### config.mk
export PLATFORM = sky130hd
export DESIGN_NAME = va_logicvdd_ddr_serializer_flat
export DESIGN_NICKNAME = d
export VERILOG_FILES = /design/src/rtl/va_logicvdd_ddr_serializer_if.sv /design/src/rtl/va_logicvdd_ddr_serializer.sv /design/src/flat_wrapper.sv
export SDC_FILE = /design/constraint.sdc
export NUM_CORES = 1
export LEC_CHECK = 0
export ABC_AREA = 1
export CAP_MARGIN = 20
export CORE_MARGIN = 2
export CORE_UTILIZATION = 25
export CTS_CLUSTER_DIAMETER = 200
export DETAILED_ROUTE_END_ITERATION = 10
export GPL_TIMING_DRIVEN = 0
export PLACE_DENSITY_LB_ADDON = 0.12
export SKIP_LAST_GASP = 1
export SLEW_MARGIN = 10
export SYNTH_ARGS = -nofsm -noshare
export SYNTH_HDL_FRONTEND = slang
export SYNTH_SLANG_ARGS = --single-unit
### constraint.sdc
create_clock -name clk -period 2.9 [get_ports clk]
set_clock_uncertainty 0.1 [all_clocks]
set_input_delay 0.58 -clock clk [delete_from_list [all_inputs] [get_ports clk]]
set_output_delay 0.58 -clock clk [all_outputs]
set_load 0.01 [all_outputs]
### src/rtl/va_logicvdd_ddr_serializer_if.sv
// Parallel-load / serial-out bus of the LogicVDD DDR serializer.
// master: word source (drives din/load, observes ready and the serial pair).
// slave:  the serializer itself.
interface va_logicvdd_ddr_serializer_if #(
  parameter int N = 8
);
  logic [N-1:0] din;    // parallel word, din[0] is transmitted first
  logic         load;   // load request, sampled on rising clk edges only
  logic         ready;  // a load sampled at the next rising edge is accepted
  logic         dout;   // serial data, one bit per clk edge
  logic         doutb;  // complement of dout

  modport master (output din, load, input ready, dout, doutb);
  modport slave  (input din, load, output ready, dout, doutb);
endinterface

### src/rtl/va_logicvdd_ddr_serializer.sv
// Double-data-rate serializer: latches an N-bit word on a load handshake and
// sends it LSB-first, one bit on every clk edge (falling edges carry even bit
// indices, rising edges odd ones). Back-to-back words stream without a gap.
// Optional feature macro: DDR_TX_PARITY_EN appends an even-parity bit as bit
// index N, making the frame N+1 bits long (half-cycle idle gap between words).
// Supplies and analogue output levels of the behavioural cell are not modelled;
// logic 1/0 stand for VDD/VSS.
//
// Implementation: all frame state lives in rising-edge registers. The falling
// edge is fully determined by that state (load is never sampled there), so the
// rising-edge logic folds "falling step + rising step" into one update, and a
// single falling-edge flop only holds the bit launched on the falling edge.
// The serial output selects the flop of the most recent edge.
module va_logicvdd_ddr_serializer #(
  parameter int N = 8
) (
  input  logic                          clk,
  input  logic                          rst,
  va_logicvdd_ddr_serializer_if.slave   bus
);

`ifdef DDR_TX_PARITY_EN
  localparam int L = N + 1;
`else
  localparam int L = N;
`endif
  localparam int              CW    = $clog2(L + 1);
  localparam logic [CW-1:0]   ZERO  = '0;
  localparam logic [CW-1:0]   ONE   = CW'(1);
  localparam logic [CW-1:0]   TWO   = CW'(2);
  localparam logic [CW-1:0]   L_CNT = CW'(L);

  if (N < 2 || N > 32 || (N % 2) != 0) begin : g_bad_n
    $error("va_logicvdd_ddr_serializer: N must be even and within [2:32]");
  end

  // Rising-edge state: shift register and remaining-bit counter as seen
  // during the high phase of clk.
  logic [L-1:0]  sr_q, sr_d;
  logic [CW-1:0] cnt_q, cnt_d;
  // Bits launched on the last rising / falling edge.
  logic          dbit_p_q, dbit_p_d;
  logic          dbit_n_q, dbit_n_d;

  // State after the falling edge that precedes the next rising edge.
  logic [L-1:0]  sr_f;
  logic [CW-1:0] cnt_f;
  logic [L-1:0]  load_word;

`ifdef DDR_TX_PARITY_EN
  assign load_word = {^bus.din, bus.din};
`else
  assign load_word = bus.din;
`endif

  // Next state: falling-edge shift, then rising-edge shift, then load.
  always_comb begin
    // NOTE: every variable gets a default before any branch so no latch is inferred.
    dbit_n_d = 1'b0;
    cnt_f    = cnt_q;
    sr_f     = sr_q;
    if (cnt_q != ZERO) begin
      dbit_n_d = sr_q[0];
      cnt_f    = cnt_q - ONE;
      sr_f     = sr_q >> 1;
    end

    dbit_p_d = 1'b0;
    cnt_d    = cnt_f;
    sr_d     = sr_f;
    if (cnt_f != ZERO) begin
      dbit_p_d = sr_f[0];
      cnt_d    = cnt_f - ONE;
      sr_d     = sr_f >> 1;
    end

    // A word is accepted while the previous frame is on its last bit or idle,
    // which is what makes back-to-back frames gapless.
    if (bus.load && (cnt_f <= ONE)) begin
      sr_d  = load_word;
      cnt_d = L_CNT;
    end
  end

  // Rising-edge registers; reset aborts any frame in flight.
  always_ff @(posedge clk or posedge rst) begin
    if (rst) begin
      sr_q     <= '0;
      cnt_q    <= ZERO;
      dbit_p_q <= 1'b0;
    end else begin
      // NOTE: non-blocking assignments keep every register reading pre-edge values.
      sr_q     <= sr_d;
      cnt_q    <= cnt_d;
      dbit_p_q <= dbit_p_d;
    end
  end

  // Falling-edge register holding the even-index bit.
  always_ff @(negedge clk or posedge rst) begin
    if (rst) begin
      dbit_n_q <= 1'b0;
    end else begin
      dbit_n_q <= dbit_n_d;
    end
  end

  // During the high phase the rising-edge bit is current, during the low
  // phase the falling-edge bit is.
  assign bus.dout  = clk ? dbit_p_q : dbit_n_q;
  assign bus.doutb = ~bus.dout;

  // Ready when idle, or on the last bit while clk is low. In the low phase
  // the true count is one less than cnt_q (unless cnt_q is already zero).
  assign bus.ready = !rst && (clk ? (cnt_q == ZERO) : (cnt_q <= TWO));

endmodule

### src/flat_wrapper.sv
// flat-port wrapper written by rule: the top's interface ports become plain ports
module va_logicvdd_ddr_serializer_flat 
#(
  parameter int N = 8
)
  (clk, rst, bus_din, bus_load, bus_ready, bus_dout, bus_doutb);
  va_logicvdd_ddr_serializer_if #(.N(N)) bus_i ();
  input  logic clk;
  input  logic rst;
  input wire logic [$bits(bus_i.din)-1:0] bus_din;
  input wire logic [$bits(bus_i.load)-1:0] bus_load;
  output wire logic [$bits(bus_i.ready)-1:0] bus_ready;
  output wire logic [$bits(bus_i.dout)-1:0] bus_dout;
  output wire logic [$bits(bus_i.doutb)-1:0] bus_doutb;
  assign bus_i.din = bus_din;
  assign bus_i.load = bus_load;
  assign bus_ready = bus_i.ready;
  assign bus_dout = bus_i.dout;
  assign bus_doutb = bus_i.doutb;
  va_logicvdd_ddr_serializer #(.N(N)) u_core (.clk(clk), .rst(rst), .bus(bus_i));
endmodule
# == Word-level counts from Yosys, hierarchy flattened ==
# Cells that the tools add are included.
# totals
output_inout_bits,3
register_bits,14
elab_cells,25
input_bits,11
# classes
bitwise_logic,1
n_reduce_logical,6
addsub,2
mux,10
n_lt_le_gt_ge,2
# ops
operator,n
8-bit two-way mux,3
4-bit two-way mux,3
4-bit nonzero test,2
"4-bit by 1-bit subtractor with 4-bit output, second input constant",2
"4-bit by 1-bit <= comparator with 1-bit output, second input constant",1
"4-bit by 2-bit <= comparator with 1-bit output, second input constant",1
4-bit zero test,1
1-bit two-way mux,4
1-bit logical AND,2
1-bit zero test,1
1-bit inverter,1

# == Longest topological paths before layout ==
# Gate-level depths: netlist of the first run.
# logic_depth
depth_word,5
mapped_depth,14

==> metrics.log, run 1 <==
[metrics] result of the run: finished with violations
[metrics] failing checks: negative setup slack
[metrics] fillcell total: between 400 and 500
[metrics] total count of hold-check failures in the final report: 0
[metrics] sum of net half-perimeters after detailed placement: between 1.5 and 2 mm
[metrics] smallest setup slack after layout: -0.367 ns
[metrics] ordered list of cells on the worst path: o21ai_2 > buf_4 > inv_2 > buf_6
[metrics] routed length per placed instance: 12.9 um
[metrics] Hold Path Class: flip-flop to flip-flop
[metrics] maximum number of pins on one net before global-route repair: 15
[metrics] post-route standard cell area excluding fillers: 0.00145 mm^2
[metrics] critical path arrival: 2.59 ns
[metrics] count of pins on the block boundary: 14
[metrics] Synth Register Bits: 14
[metrics] layout overhead on the synthesized area: 27.6%
[metrics] Setup WS pre-CTS: -0.227 ns
[metrics] RSZ-0062 raised after global routing: true
[metrics] max-capacitance violation count: 0
[metrics] GRT Residual Overflow: 0
[metrics] synth unique cells: 27
[metrics] worst stage delay on the critical path: 0.34 ns
[metrics] most used standard cell by instance count after synthesis: nand2_1
[metrics] netlist area before placement: 0.00114 mm^2
[metrics] Post-Synthesis Mean Instance Area: 7.29 um^2
[metrics] Hold-fix buffers, CTS: 0
[metrics] highest-delay cell along the critical path: dfrtn_1
[metrics] Final setup viols: 3
[metrics] fraction of final layout cells with drive strength greater than 1: 21.9%
[metrics] type of the worst setup path: flip-flop to primary output
[metrics] net count reported at finish: 196
[metrics] leading cell types by total area after synthesis: dfrtp_1 29%, nand2_1 15%, nand3_1 8.8%
[metrics] maximum vdd ir drop: approximately 0.65 mV
[metrics] kind of start point of the critical path: flip-flop
[metrics] number of enable-type register cells in the synthesized netlist: 0
[metrics] total via count after detailed routing: between 1000 and 1500
[metrics] diodes inserted: 0
[metrics] leading post-synthesis cells by instance count: 46 x nand2_1, 22 x inv_1, 20 x nand3_1
[metrics] met2 wirelength from detailed routing: 1.41 mm
[metrics] Placed Instance Area: 0.00133 mm^2
[metrics] hold path depth: 4
[metrics] clock insertion delay at the later pin of the skew report: roughly 0.35 ns
[metrics] initial core utilization: 26.1%
[metrics] power per cell area: 1530 mW/mm^2
[metrics] sequential element share of the synthesized area: 30.8%
[metrics] Routed Antenna Nets: 0
[metrics] via-per-instance ratio: about 4.5
[metrics] Die Ht: ~71 um
[metrics] TritonCTS clock tree: built
[metrics] LEAKAGE: 0.781 nW
[metrics] Worst EP required: 2.22 ns
[metrics] First-pass DRT Iterations: 4
[metrics] standard-cell rows: 24
[metrics] routed length on met1: between 1 and 1.5 mm
[metrics] number of slew-limit violations in the final report: 0
[metrics] prevailing post-synth register cell: dfrtp_1
[metrics] depth of the most critical reg-to-reg path: 6
[metrics] proportion of synthesized flip-flops having asynchronous set or reset: 100%
[metrics] die area: 0.00511 mm^2
[metrics] crit path max fanout: 2
[metrics] slew at the pin with the worst max-slew slack: 0.597 ns
[metrics] post-detailed-routing wire length: 2.96 mm
[metrics] all-layer global routing usage: 13.2%
[metrics] post-synthesis net count: 174
[metrics] number of port buffers: 13
[metrics] Final Wtd Congestion: between 0.7 and 0.8
[metrics] proportion of netlist area held by the largest area contributor: 28.6%
[metrics] Slew Limit Headroom: 60.1%
[metrics] Ys Warns: 0
[metrics] Final Power: ~2.2 mW
[metrics] clock transition time at the flip-flop clock pins of the worst setup and hold paths: 0.06 ns
[metrics] width of the die: between 70 and 80 um
[metrics] DRT iter0 DRCs: 55
[metrics] number of global-route vias before repair: 1079
[metrics] highest layer used for signal routing: met4
[metrics] number of antenna violations at the first check in global routing: 0
[metrics] Synth Instances: around 160
[metrics] post-synth top area cell: dfrtp_1
[metrics] Core Box Area: about 0.0044 mm^2
[metrics] DRC violations left: 0
[metrics] CP Capture Type: primary output
[metrics] detailed-routed wire length on met3: 144 um
[metrics] global-route wire length before repair: roughly 4.8 mm
[cells in the final DEF, fill, tap and decap left out, drive strengths merged]
| master | netlist | final |
|---|---|---|
| nand2 | 49 | 49 |
| nand3 | 30 | 30 |
| inv | 23 | 23 |
| dfrtp | 13 | 13 |
| clkbuf | 1 | 11 |
| clkdlybuf4s50 | 0 | 10 |
| nor2 | 9 | 9 |
| buf | 6 | 8 |
| nand4 | 7 | 7 |
| ha | 7 | 7 |
| o21ai | 6 | 6 |
| xor2 | 1 | 1 |
| o21a | 1 | 1 |
| nor3b | 1 | 1 |
| a21oi | 1 | 1 |
| dfrtn | 1 | 1 |
[logic make-up (layout without fill, tap and decap cells)]
kind of cell,count (synthesis),after routing,share of synthesized area [%]
xor gates and xnor gates,1,1,0.770
adders and majority gates,7,7,7.70
AOI/OAI and AO/OA,8,8,4.07
and+or+nand+nor,96,96,44.3
DFF,14,14,30.8
buffers and inverters,30,52,12.3
[flip-flops by register name, summed over array words and instances, names as in the netlist]
name / count
u_core.cnt_q: 4
u_core.dbit_n_q: 1
u_core.dbit_p_q: 1
u_core.sr_q: 8
[worst max-delay path, delay by kind of cell, from the launching register on]
| family | cells | cell delay (ns) |
|---|---|---|
| compound gates | 1 | 0.15 |
| flops | 1 | 0.34 |
| buf+inv | 3 | 0.26 |
[per-stage QoR]
step           setup TNS, ns  hold WS (ns)  instances  utilization (%)
4_1_cts               -0.729         0.508        231             33.5
2_1_floorplan              0         0.369        156                -
3_3_place_gp          -0.491         0.499        221             30.6
6_report              -0.702         0.504        230             33.3
3_5_place_dp          -0.957         0.493        221             30.6
5_1_grt               -0.817         0.544        230             33.3
[metal layers]
layer  global-route usage (%)  vias up
met5                        0        -
met4                     11.7        0
met3                     7.74        5
met2                     18.3       18
met1                     14.1      480
li1                         -      539
[what timing repair did]
action,CTS,global route
pin swaps,1,0
setup buffers,1,0
gates cloned,0,0
hold endpoints to repair,0,0
endpoints found under the setup margin,13,17
gates resized for setup,13,6
[report_power, final]
group | internal (mW) | switching [mW]
Sequential | 0.297 | 0.0535
Combinational | 0.451 | 0.855
Clock | 0.361 | 0.205
Total | 1.11 | 1.11
[layout make-up]
type / instances / area (um^2) / share of cell area, %
Clock buffer: 14 / 153 / 10.5
Sequential cell: 14 / 350 / 24.1
Clock inverter: 1 / 3.75 / 0.259
Multi-Input combinational cell: 112 / 651 / 44.8
Tap cell: 52 / 65.1 / 4.48
Timing Repair Buffer: 10 / 100 / 6.90
Buffer: 5 / 46.3 / 3.19
Inverter: 22 / 82.6 / 5.69
[path summary, 6_finish.rpt]
check | slack, ns | to | from
min | 0.50 | u_core.dbit_p_q | u_core.sr_q[1]
min in group asynchronous | 0.54 | u_core.cnt_q[0] | rst
max in group asynchronous | 0.44 | u_core.dbit_n_q | rst
max | -0.37 | bus_dout | u_core.dbit_n_q
min reg2reg | 0.50 | u_core.dbit_p_q | u_core.sr_q[1]
max reg2reg | 0.12 | u_core.dbit_n_q | u_core.cnt_q[0]
No activity file was read; power rests on OpenSTA's default activity.
==> run 2: changes to the inputs <==
--- a/config.mk
+++ b/config.mk
@@ -8,11 +8,12 @@
 export ABC_AREA = 1
 export CAP_MARGIN = 20
 export CORE_MARGIN = 2
-export CORE_UTILIZATION = 25
+export CORE_UTILIZATION = 32
 export CTS_CLUSTER_DIAMETER = 200
 export DETAILED_ROUTE_END_ITERATION = 10
 export GPL_TIMING_DRIVEN = 0
 export PLACE_DENSITY_LB_ADDON = 0.12
+export RECOVER_POWER = 100
 export SKIP_LAST_GASP = 1
 export SLEW_MARGIN = 10
 export SYNTH_ARGS = -nofsm -noshare
==> run 2 against run 1 <==
Effect of this change:
- the run still ends with negative setup slack left
- core utilization rose by 8.7 points
- combinational power hardly changed
- non-clock buffer count up 4
- sequential share of layout area rose by 0.64 points
- via count is 4.1% higher
- flip-flop and latch count unchanged
- critical path depth unchanged
- worst hold slack improved by 0.016 ns
- power down 5.2%
- routed wire length shrank 4.3%
- first-iteration DRC count fell by 49%
- design area fell by 2.6%
- largest cell class unchanged
==> metrics.log, run 2 (same netlist as run 1, synthesis figures left out) <==
[metrics] via-per-instance ratio: 4.76 (+5.0%)
[metrics] Core Box Area: 0.00336 mm^2 (-23%)
[metrics] ordered list of cells on the worst path: o21ai_2 > clkbuf_4 > inv_2 > buf_6
[metrics] TritonCTS clock tree: built
[metrics] First-pass DRT Iterations: 5 (+1)
[metrics] top flop regs: u_core.sr_q x8, u_core.cnt_q x4
[metrics] Final setup viols: 7 (+4)
[metrics] diodes inserted: 0 (unchanged)
[metrics] routed length per placed instance: 12.4 um (-3.4%)
[metrics] net count reported at finish: 200 (+2.0%)
[metrics] sum of net half-perimeters after detailed placement: 1.88 mm (-4.8%)
[metrics] most used routing layer: met2
[metrics] GR Layer Usage met2: 22.2% (+3.9 points)
[metrics] number of antenna violations at the first check in global routing: 0 (unchanged)
[metrics] core utilization of the finished layout: 42.0% (+8.7 points)
[metrics] Worst EP required: 2.22 ns (about the same)
[metrics] failing checks: negative setup slack
[metrics] slew at the pin with the worst max-slew slack: 0.643 ns (+0.0456 ns)
[metrics] type of the worst setup path: flip-flop to primary output
[metrics] count of pins on the block boundary: 14 (unchanged)
[metrics] Slew Limit Headroom: 57.0% (-3.2 points)
[metrics] GRT Residual Overflow: 0 (unchanged)
[metrics] RSZ-0062 raised after global routing: true
[metrics] power per cell area: 1490 mW/mm^2 (-2.6%)
[metrics] CP Capture Type: primary output
[metrics] flip-flop count of the largest register, all copies and words added: 8 (unchanged)
[metrics] Hold Path Class: flip-flop to flip-flop
[metrics] initial core utilization: 33.8% (+7.7 points)
[metrics] clock insertion delay at the later pin of the skew report: 0.40 ns (+0.05 ns)
[metrics] post-detailed-routing wire length: 2.84 mm (-4.3%)
[metrics] fillcell total: 357 (-23%)
[metrics] LEAKAGE: 0.769 nW (-1.6%)
[metrics] smallest setup slack after layout: -0.395 ns (-0.0284 ns)
[metrics] standard-cell rows: 21 (-13%)
[metrics] fraction of met3 tracks used by global routing: 9.11% (+1.4 points)
[metrics] max-capacitance violation count: 0 (unchanged)
[metrics] die area: 0.00405 mm^2 (-21%)
[metrics] Total Negative Setup Slacks: -0.991 ns (-0.288 ns)
[metrics] Final Wtd Congestion: 0.755 (+4.3%)
[metrics] clock transition time at the flip-flop clock pins of the worst setup and hold paths: 0.09 ns (+0.03 ns)
[metrics] DRT iter0 DRCs: 28 (-49%)
[metrics] commonest cells after routing, fill and taps aside: 46 x nand2_1, 20 x nand3_1, 18 x inv_1
[metrics] Die Ht: 63.6 um (-11%)
[metrics] global-route track usage on met1: 19.5% (+5.3 points)
[metrics] all-layer global routing usage: 16.2% (+3.0 points)
[metrics] fraction of final layout cells with drive strength greater than 1: 22.5% (+0.62 points)
[metrics] Routed Antenna Nets: 0 (unchanged)
[metrics] maximum vdd ir drop: 0.568 mV (-13%)
[metrics] critical path arrival: 2.62 ns (+0.03 ns)
[metrics] result of the run: finished with violations
[metrics] number of slew-limit violations in the final report: 0 (unchanged)
[metrics] register containing the most flip-flops in the final layout: u_core.sr_q
[metrics] crit path max fanout: 2 (unchanged)
[metrics] worst stage delay on the critical path: 0.34 ns (about the same)
[metrics] total count of hold-check failures in the final report: 0 (unchanged)
[metrics] number of global-route vias before repair: 1063 (-1.5%)
[metrics] total via count after detailed routing: 1085 (+4.1%)
[metrics] highest-delay cell along the critical path: dfrtn_1
[metrics] width of the die: 63.6 um (-11%)
[metrics] global-route wire length before repair: 4.80 mm (+0.15%)
[metrics] DRC violations left: 0 (unchanged)
[metrics] number of port buffers: 13 (unchanged)
[metrics] kind of start point of the critical path: flip-flop
[metrics] most common cell after layout, fill and taps aside: nand2_1
[metrics] maximum number of pins on one net before global-route repair: 15 (unchanged)
[metrics] layout overhead on the synthesized area: 24.3%
## run 2: cell types whose count changed in the layout (fill, tap and decap cells not counted), sizes merged
cell           delta
buf               +3
clkbuf            +1
clkdlybuf4s50     -1
dlygate4sd3       +1
## run 2: final timing paths
kind / from / endpoint / slack [ns] / cells after the start
max in group asynchronous: rst / u_core.dbit_n_q / 0.33 / 2
min in group asynchronous: rst / u_core.cnt_q[0] / 0.61 / 2
worst min-delay path: u_core.sr_q[1] / u_core.dbit_p_q / 0.52 / 4
worst max register to register: u_core.cnt_q[2] / u_core.dbit_n_q / -0.22 / 4
worst max-delay path: u_core.dbit_n_q / bus_dout / -0.40 / 4
worst min register to register: u_core.sr_q[1] / u_core.dbit_p_q / 0.52 / 4
## run 2: timing repair
action | in CTS | in global routing
buffers inserted | 1 | 3
setup endpoints to repair | 13 | 16
resized for setup | 15 | 6
hold buffers | 0 | 0
pin swaps | 1 | 0
## run 2: final cells by class
class	instances	area (um^2)	share of cell area [%]
Multi-Input combinational cell	112	638	45.1
Buffer	6	53.8	3.81
Inverter	22	85.1	6.02
Clock inverter	1	3.75	0.265
Tap cell	46	57.6	4.07
Sequential cell	14	350	24.8
Timing Repair Buffer	13	123	8.67
Clock buffer	14	103	7.26
## run 2: where the power goes
group	internal (mW)	switching, mW
combinational	0.474	0.857
sequential	0.296	0.0442
clock	0.244	0.193
## run 2: stage by stage
step           instances  total power, mW  instance area [um^2]  worst slack, ns  hold WS (ns)
2_1_floorplan        156             1.43                  1140            0.100         0.369
3_3_place_gp         215             1.75                  1330           -0.233         0.493
3_5_place_dp         215             1.77                  1330           -0.236         0.490
4_1_cts              225             2.10                  1400           -0.420         0.496
5_1_grt              228             2.34                  1410           -0.450         0.561
6_report             228             2.11                  1410           -0.395         0.520
## run 2: worst max-delay path, delay by kind of cell (launching register included)
kind | cells | cell delay, ns
buffers and inverters | 3 | 0.28
AO/OA/AOI/OAI | 1 | 0.13
flip-flops | 1 | 0.34
## run 2: metal layers
layer	vias to the layer above	share of wire [%]	routed length, um
met2	38	48	1370
met4	0	2.2	62
met3	7	5.8	164
li1	555	-	-
met5	-	0	0
met1	485	44	1230
